File: src/rtl/array_mult_arbiter_if.sv
// Bundles the two requester channels, the multiplier operand/product wires and
// the tagged response channel of array_mult_arbiter.
interface array_mult_arbiter_if #(
  parameter int WIDTH = 6
);
  logic               req0_valid;
  logic               req0_ready;
  logic [WIDTH-1:0]   req0_a;
  logic [WIDTH-1:0]   req0_b;
  logic               req1_valid;
  logic               req1_ready;
  logic [WIDTH-1:0]   req1_a;
  logic [WIDTH-1:0]   req1_b;
  logic [WIDTH-1:0]   mul_a;
  logic [WIDTH-1:0]   mul_b;
  logic [2*WIDTH-1:0] mul_m;
  logic               rsp_valid;
  logic               rsp_ready;
  logic               rsp_id;
  logic [2*WIDTH-1:0] rsp_m;
  logic               busy;

  // Environment side: requesters, the multiplier instance and the consumer.
  modport master (
    output req0_valid, req0_a, req0_b,
    output req1_valid, req1_a, req1_b,
    output mul_m, rsp_ready,
    input  req0_ready, req1_ready, mul_a, mul_b,
    input  rsp_valid, rsp_id, rsp_m, busy
  );

  // Arbiter side.
  modport slave (
    input  req0_valid, req0_a, req0_b,
    input  req1_valid, req1_a, req1_b,
    input  mul_m, rsp_ready,
    output req0_ready, req1_ready, mul_a, mul_b,
    output rsp_valid, rsp_id, rsp_m, busy
  );
endinterface

File: src/rtl/array_mult_arbiter.sv
// array_mult_arbiter: round-robin share of one combinational WIDTHxWIDTH
// multiplier between two requesters. The granted operands are registered onto
// the multiplier inputs, the product is captured after LAT settle cycles and
// returned on a valid/ready channel tagged with the owning requester.
module array_mult_arbiter #(
  parameter int WIDTH = 6,
  parameter int LAT   = 1
) (
  input logic                 clk,
  input logic                 rst_n,
  array_mult_arbiter_if.slave bus
);

  localparam int               CNT_W    = (LAT > 1) ? $clog2(LAT) : 1;
  localparam logic [CNT_W-1:0] CNT_LOAD = CNT_W'(LAT - 1);

  typedef enum logic [1:0] {
    IDLE = 2'd0,
    WAIT = 2'd1,
    RESP = 2'd2
  } state_t;

  state_t             state_q, state_d;
  logic               last_grant_q, last_grant_d;
  logic [CNT_W-1:0]   cnt_q, cnt_d;
  logic [WIDTH-1:0]   mul_a_q, mul_a_d;
  logic [WIDTH-1:0]   mul_b_q, mul_b_d;
  logic [2*WIDTH-1:0] rsp_m_q, rsp_m_d;
  logic               rsp_id_q, rsp_id_d;
  logic               rsp_valid_q, rsp_valid_d;

  logic grant0, grant1;
  logic accept0, accept1;

  // Arbitration, next-state and register update values for the whole block.
  always_comb begin
    // The requester that did not win last time wins a tie.
    grant0  = bus.req0_valid && (!bus.req1_valid || last_grant_q);
    grant1  = bus.req1_valid && (!bus.req0_valid || !last_grant_q);
    // Readys are suppressed while reset is held so nothing is handed over
    // that the reset edge would then throw away.
    accept0 = rst_n && (state_q == IDLE) && grant0;
    accept1 = rst_n && (state_q == IDLE) && grant1;

    state_d      = state_q;
    last_grant_d = last_grant_q;
    cnt_d        = cnt_q;
    mul_a_d      = mul_a_q;
    mul_b_d      = mul_b_q;
    rsp_m_d      = rsp_m_q;
    rsp_id_d     = rsp_id_q;
    rsp_valid_d  = rsp_valid_q;

    unique case (state_q)
      IDLE: begin
        if (accept0 || accept1) begin
          mul_a_d      = accept1 ? bus.req1_a : bus.req0_a;
          mul_b_d      = accept1 ? bus.req1_b : bus.req0_b;
          rsp_id_d     = accept1;
          last_grant_d = accept1;
          cnt_d        = CNT_LOAD;
          state_d      = WAIT;
        end
      end
      WAIT: begin
        if (cnt_q == '0) begin
          rsp_m_d     = bus.mul_m;
          rsp_valid_d = 1'b1;
          state_d     = RESP;
        end else begin
          cnt_d = cnt_q - CNT_W'(1);
        end
      end
      RESP: begin
        // No accept in this cycle: the arbiter only grants from IDLE.
        if (bus.rsp_ready) begin
          rsp_valid_d = 1'b0;
          state_d     = IDLE;
        end
      end
      default: begin
        state_d = IDLE;
      end
    endcase
  end

  // FSM state register.
  always_ff @(posedge clk) begin
    if (!rst_n) begin
      state_q <= IDLE;
    end else begin
      state_q <= state_d;
    end
  end

  // Operand, product, tag and round-robin registers; operands are held after
  // completion and only change on accept or reset.
  always_ff @(posedge clk) begin
    if (!rst_n) begin
      last_grant_q <= 1'b1;
      cnt_q        <= '0;
      mul_a_q      <= '0;
      mul_b_q      <= '0;
      rsp_m_q      <= '0;
      rsp_id_q     <= 1'b0;
      rsp_valid_q  <= 1'b0;
    end else begin
      last_grant_q <= last_grant_d;
      cnt_q        <= cnt_d;
      mul_a_q      <= mul_a_d;
      mul_b_q      <= mul_b_d;
      rsp_m_q      <= rsp_m_d;
      rsp_id_q     <= rsp_id_d;
      rsp_valid_q  <= rsp_valid_d;
    end
  end

  assign bus.req0_ready = accept0;
  assign bus.req1_ready = accept1;
  assign bus.mul_a      = mul_a_q;
  assign bus.mul_b      = mul_b_q;
  assign bus.rsp_m      = rsp_m_q;
  assign bus.rsp_id     = rsp_id_q;
  assign bus.rsp_valid  = rsp_valid_q;
  assign bus.busy       = (state_q != IDLE);

endmodule

File: src/flat_wrapper.sv
// flat-port wrapper written by rule: the top's interface ports become plain ports
module array_mult_arbiter_flat 
#(
  parameter int WIDTH = 6,
  parameter int LAT   = 1
)
  (clk, rst_n, bus_req0_valid, bus_req0_a, bus_req0_b, bus_req1_valid, bus_req1_a, bus_req1_b, bus_mul_m, bus_rsp_ready, bus_req0_ready, bus_req1_ready, bus_mul_a, bus_mul_b, bus_rsp_valid, bus_rsp_id, bus_rsp_m, bus_busy);
  array_mult_arbiter_if #(.WIDTH(WIDTH)) bus_i ();
  input logic clk;
  input logic rst_n;
  input wire logic [$bits(bus_i.req0_valid)-1:0] bus_req0_valid;
  input wire logic [$bits(bus_i.req0_a)-1:0] bus_req0_a;
  input wire logic [$bits(bus_i.req0_b)-1:0] bus_req0_b;
  input wire logic [$bits(bus_i.req1_valid)-1:0] bus_req1_valid;
  input wire logic [$bits(bus_i.req1_a)-1:0] bus_req1_a;
  input wire logic [$bits(bus_i.req1_b)-1:0] bus_req1_b;
  input wire logic [$bits(bus_i.mul_m)-1:0] bus_mul_m;
  input wire logic [$bits(bus_i.rsp_ready)-1:0] bus_rsp_ready;
  output wire logic [$bits(bus_i.req0_ready)-1:0] bus_req0_ready;
  output wire logic [$bits(bus_i.req1_ready)-1:0] bus_req1_ready;
  output wire logic [$bits(bus_i.mul_a)-1:0] bus_mul_a;
  output wire logic [$bits(bus_i.mul_b)-1:0] bus_mul_b;
  output wire logic [$bits(bus_i.rsp_valid)-1:0] bus_rsp_valid;
  output wire logic [$bits(bus_i.rsp_id)-1:0] bus_rsp_id;
  output wire logic [$bits(bus_i.rsp_m)-1:0] bus_rsp_m;
  output wire logic [$bits(bus_i.busy)-1:0] bus_busy;
  assign bus_i.req0_valid = bus_req0_valid;
  assign bus_i.req0_a = bus_req0_a;
  assign bus_i.req0_b = bus_req0_b;
  assign bus_i.req1_valid = bus_req1_valid;
  assign bus_i.req1_a = bus_req1_a;
  assign bus_i.req1_b = bus_req1_b;
  assign bus_i.mul_m = bus_mul_m;
  assign bus_i.rsp_ready = bus_rsp_ready;
  assign bus_req0_ready = bus_i.req0_ready;
  assign bus_req1_ready = bus_i.req1_ready;
  assign bus_mul_a = bus_i.mul_a;
  assign bus_mul_b = bus_i.mul_b;
  assign bus_rsp_valid = bus_i.rsp_valid;
  assign bus_rsp_id = bus_i.rsp_id;
  assign bus_rsp_m = bus_i.rsp_m;
  assign bus_busy = bus_i.busy;
  array_mult_arbiter #(.WIDTH(WIDTH), .LAT(LAT)) u_core (.clk(clk), .rst_n(rst_n), .bus(bus_i));
endmodule
File: config.mk
export PLATFORM = sky130hd
export DESIGN_NAME = array_mult_arbiter_flat
export DESIGN_NICKNAME = d
export VERILOG_FILES = /design/src/rtl/array_mult_arbiter_if.sv /design/src/rtl/array_mult_arbiter.sv /design/src/flat_wrapper.sv
export SDC_FILE = /design/constraint.sdc
export NUM_CORES = 1
export LEC_CHECK = 0
export ABC_AREA = 1
export BUFFER_PORTS_ARGS = -buffer_cell sky130_fd_sc_hd__buf_2
export CORE_MARGIN = 4
export CORE_UTILIZATION = 45
export CTS_CLUSTER_DIAMETER = 60
export DETAILED_ROUTE_END_ITERATION = 10
export PLACE_DENSITY = 0.87
export SLEW_MARGIN = 20
export SYNTH_ARGS = -nofsm -noshare
export SYNTH_HDL_FRONTEND = slang
export SYNTH_SLANG_ARGS = --single-unit
File: constraint.sdc
create_clock -name clk -period 1.4 [get_ports clk]
set_input_delay 0.28 -clock clk [delete_from_list [all_inputs] [get_ports clk]]
set_output_delay 0.28 -clock clk [all_outputs]
set_load 0.05 [all_outputs]
==> impl_results.md <==
- Status: finished with violations
- Failing checks: negative setup slack
- Most frequent cell after synthesis: nor2_1
- Post-synth EDFFs: 0
- VDD IR max: between 0.0006 and 0.0007 V
- Vias: 1494
- Sequential cell area: roughly 590 um^2
- Dpl hpwl: between 2000 and 3000 um
- Synth warnings: 0
- CP max FO: 3
- Row cnt: 20
- Syn_area_per_cell: between 6 and 7 um^2
- 1st-iter DRT viols: 66
- Max-cap check violation count: 0
- CTS root buffer: clkbuf_4
- Cell taking the most area after synthesis: dfxtp_1
- Top-area cell type share of the netlist area: 0.412
- Final setup margin: -99.2 ps
- Leakage: roughly 0.0011 uW
- Initial antenna violation count: 0
- IO Count: 70
- Library cells used by synthesis: 21
- Met3 WL: 221 um
- CP Capture Type: primary output
- Final Hold Fails: 0
- Flop pwr share: 0.410
- Min-delay src: bus_mul_m[0]
- Grt total ovfl: 0
- Startpoint types: flip-flop
- Ant diodes: 0
- TritonCTS Buffers: 5
- Power per cell area: around 1200 nW/um^2
- WP data required: approximately 1100 ps
- Initial Util: 0.465
- Final wirelength: around 3700 um
- R2r endpoint: u_core.bus.mul_b[5]
- Worst hold stages: 3
- Switching Share: 0.408
- Clock sink total: 29
- Number of fill cells: 278
- Clock skew: 9.09 ps
- Bufs on Longest Clock Path: 2
- Routed vias/inst: around 4.5
- Critical path arrival: around 1200 ps
- First-pass iteration count of the detailed router: 6
- Area Overhead vs Synth: 40.7%
- Die area: ~4100 um^2
- Hold_ws: approximately 180 ps
- Post-Route Utilization: 0.654
- Final Max Tran Viols: 0
- Largest net degree at the start of global routing: 17
- Antenna Violating Nets Remaining: 0
- CTS tree: done
- Cell internal pwr: between 1000 and 1500 uW
- DRC Markers: 0
- Final #Nets: ~330
- Setup TNS Final: -172 ps
- Multi-input combinational cell area: between 600 and 700 um^2
- Syn_nets: about 240
- Die height: 63.9 um
- First-pass GRT wire length: about 5800 um
- Mapped cell area: 1410 um^2
- Worst Tran Pin Value: roughly 260 ps
- Rel. slew slack: 0.831
- Port Buffer Count: ~70
- Reg2reg start: u_core.state_q[0]
- Worst-Skew Late Latency: about 340 ps
- DP Area: roughly 1800 um^2
- CTS Hold Buffers Added: 0
- Share of total power in the clock network: 0.207
- Met1 wire length: around 1500 um
- Total GRT Usage: 0.182
- Final min period: roughly 1500 ps
- Synthesized flop and latch total: 29
- H-tree levels: 2
- Async set or reset register ratio after synthesis: 0
- Fmax achieved: about 670 MHz
- Core area: around 3000 um^2
- Top sig layer: met4
- Post-synthesis sequential area ratio: 0.412
- Worst Hold Class: in2reg
- Hold path endpoint: u_core.bus.rsp_m[0]
- Setup CP Type: reg2out
- Period utilization: 1.07
- Fin area: between 1500 and 2000 um^2
- Comb pwr share: 0.383
- Clk pin slew, worst setup/hold paths: about 90 ps
- Setup violators final: 2
- Vias in the first global route: approximately 1300
- Layout cells sized above 1: 0.387
- Switching pwr: 967 uW
- Top_reg_cell synth: dfxtp_1
- Met2 wire len: between 1500 and 2000 um
- Setup slack on the worst flop-to-flop path: 110 ps
- Final cell count without fillers: ~330
- Worst-case reg-to-reg path depth: 7
- Gpl congestion: 0.772
- Number of cells after detailed placement: 316
- Routed len/inst: roughly 11 um
- Mapped Cells: around 200
- RSZ-0062 raised after global routing: true
- Largest cells by area after synthesis: dfxtp_1 41%, nor2_1 16%, nand2_1 8.5%
- Synth cell count leaders: 61 x nor2_1, 32 x nand2_1, 29 x dfxtp_1
- Chip width: 63.9 um
-- worst max path at each step --
stage,end,slack [ps],cells after the start,startpoint
CTS,bus_req0_ready,-120,6,u_core.state_q[1]
global route,bus_req0_ready,-160,6,u_core.state_q[1]
global placement,u_core.bus.mul_a[5],90,8,bus_req1_valid
floorplan,bus_req0_ready,40,6,u_core.state_q[0]
detailed placement,u_core.bus.mul_a[5],50,7,bus_req0_valid
finish,bus_req0_ready,-100,6,u_core.state_q[1]
-- stage by stage --
step	worst slack, ps	total power [uW]
global route	-156	2500
global placement	94.5	1830
finish	-99.2	2370
CTS	-117	2360
floorplan	39.8	1630
detailed placement	45.5	1850
-- flip-flops by register name (all words and copies together) (netlist names) --
signal and flops:
u_core.bus.rsp_m 12, u_core.bus.mul_a 6, u_core.bus.mul_b 6, u_core.state_q 2, u_core.bus.rsp_id 1, u_core.bus.rsp_valid 1, u_core.last_grant_q 1
-- layout make-up --
cell class / count / area share
multi-input cells: 142 / 0.350
flip-flops and latches: 29 / 0.298
repair buffers: 88 / 0.256
inverters: 20 / 0.0423
well taps: 44 / 0.0278
clock buffers: 6 / 0.0208
clock inverters: 2 / 0.00505
-- cell usage in the layout (no fill, tap or decap), types with 2 or more instances in the layout --
master	n
buf_8	2
clkbuf_4	5
nor2_4	2
nor2_1	60
dfxtp_4	2
o21ai_0	21
buf_4	19
dfxtp_1	26
nand2_1	32
inv_4	2
nand3_1	2
clkinv_2	2
buf_2	67
inv_1	16
o21ai_1	4
nand3b_1	12
nand2_2	3
-- worst max-delay path, stage by stage, from the launching register on --
cell and delay (ps):
dfxtp_4 380, inv_4 80, nand2_8 50, nor2_4 80, nand2_2 70, clkinvlp_4 90
buf_8 140
-- power by group through the flow --
stage / clock, uW / combinational, uW / sequential [uW]
after CTS: 499 / 889 / 971
after global placement: 0 / 845 / 984
final: 490 / 908 / 971
after detailed placement: 0 / 857 / 988
after floorplan: 0 / 351 / 1280
after global routing: 539 / 975 / 985
-- cell families after synthesis --
logic type	count (synthesis)	synth area share
AND/OR/NAND/NOR	113	0.360
flip-flops	29	0.412
buffers and inverters	31	0.113
AO/OA/AOI/OAI	29	0.115
-- per-layer routing --
| metal | up-vias | global-route usage |
|---|---|---|
| li1 | 792 | - |
| met3 | 8 | 0.0475 |
| met4 | 0 | 0.113 |
| met5 | - | 0 |
| met2 | 36 | 0.303 |
| met1 | 658 | 0.206 |
-- timing repair --
item | CTS | global route
setup buffers | 3 | 4
hold endpoints to repair | 0 | 0
gates resized for setup | 15 | 1
pin swaps | 1 | 2
setup endpoints to repair | 3 | 7
Power figures use the tool's default switching activity.
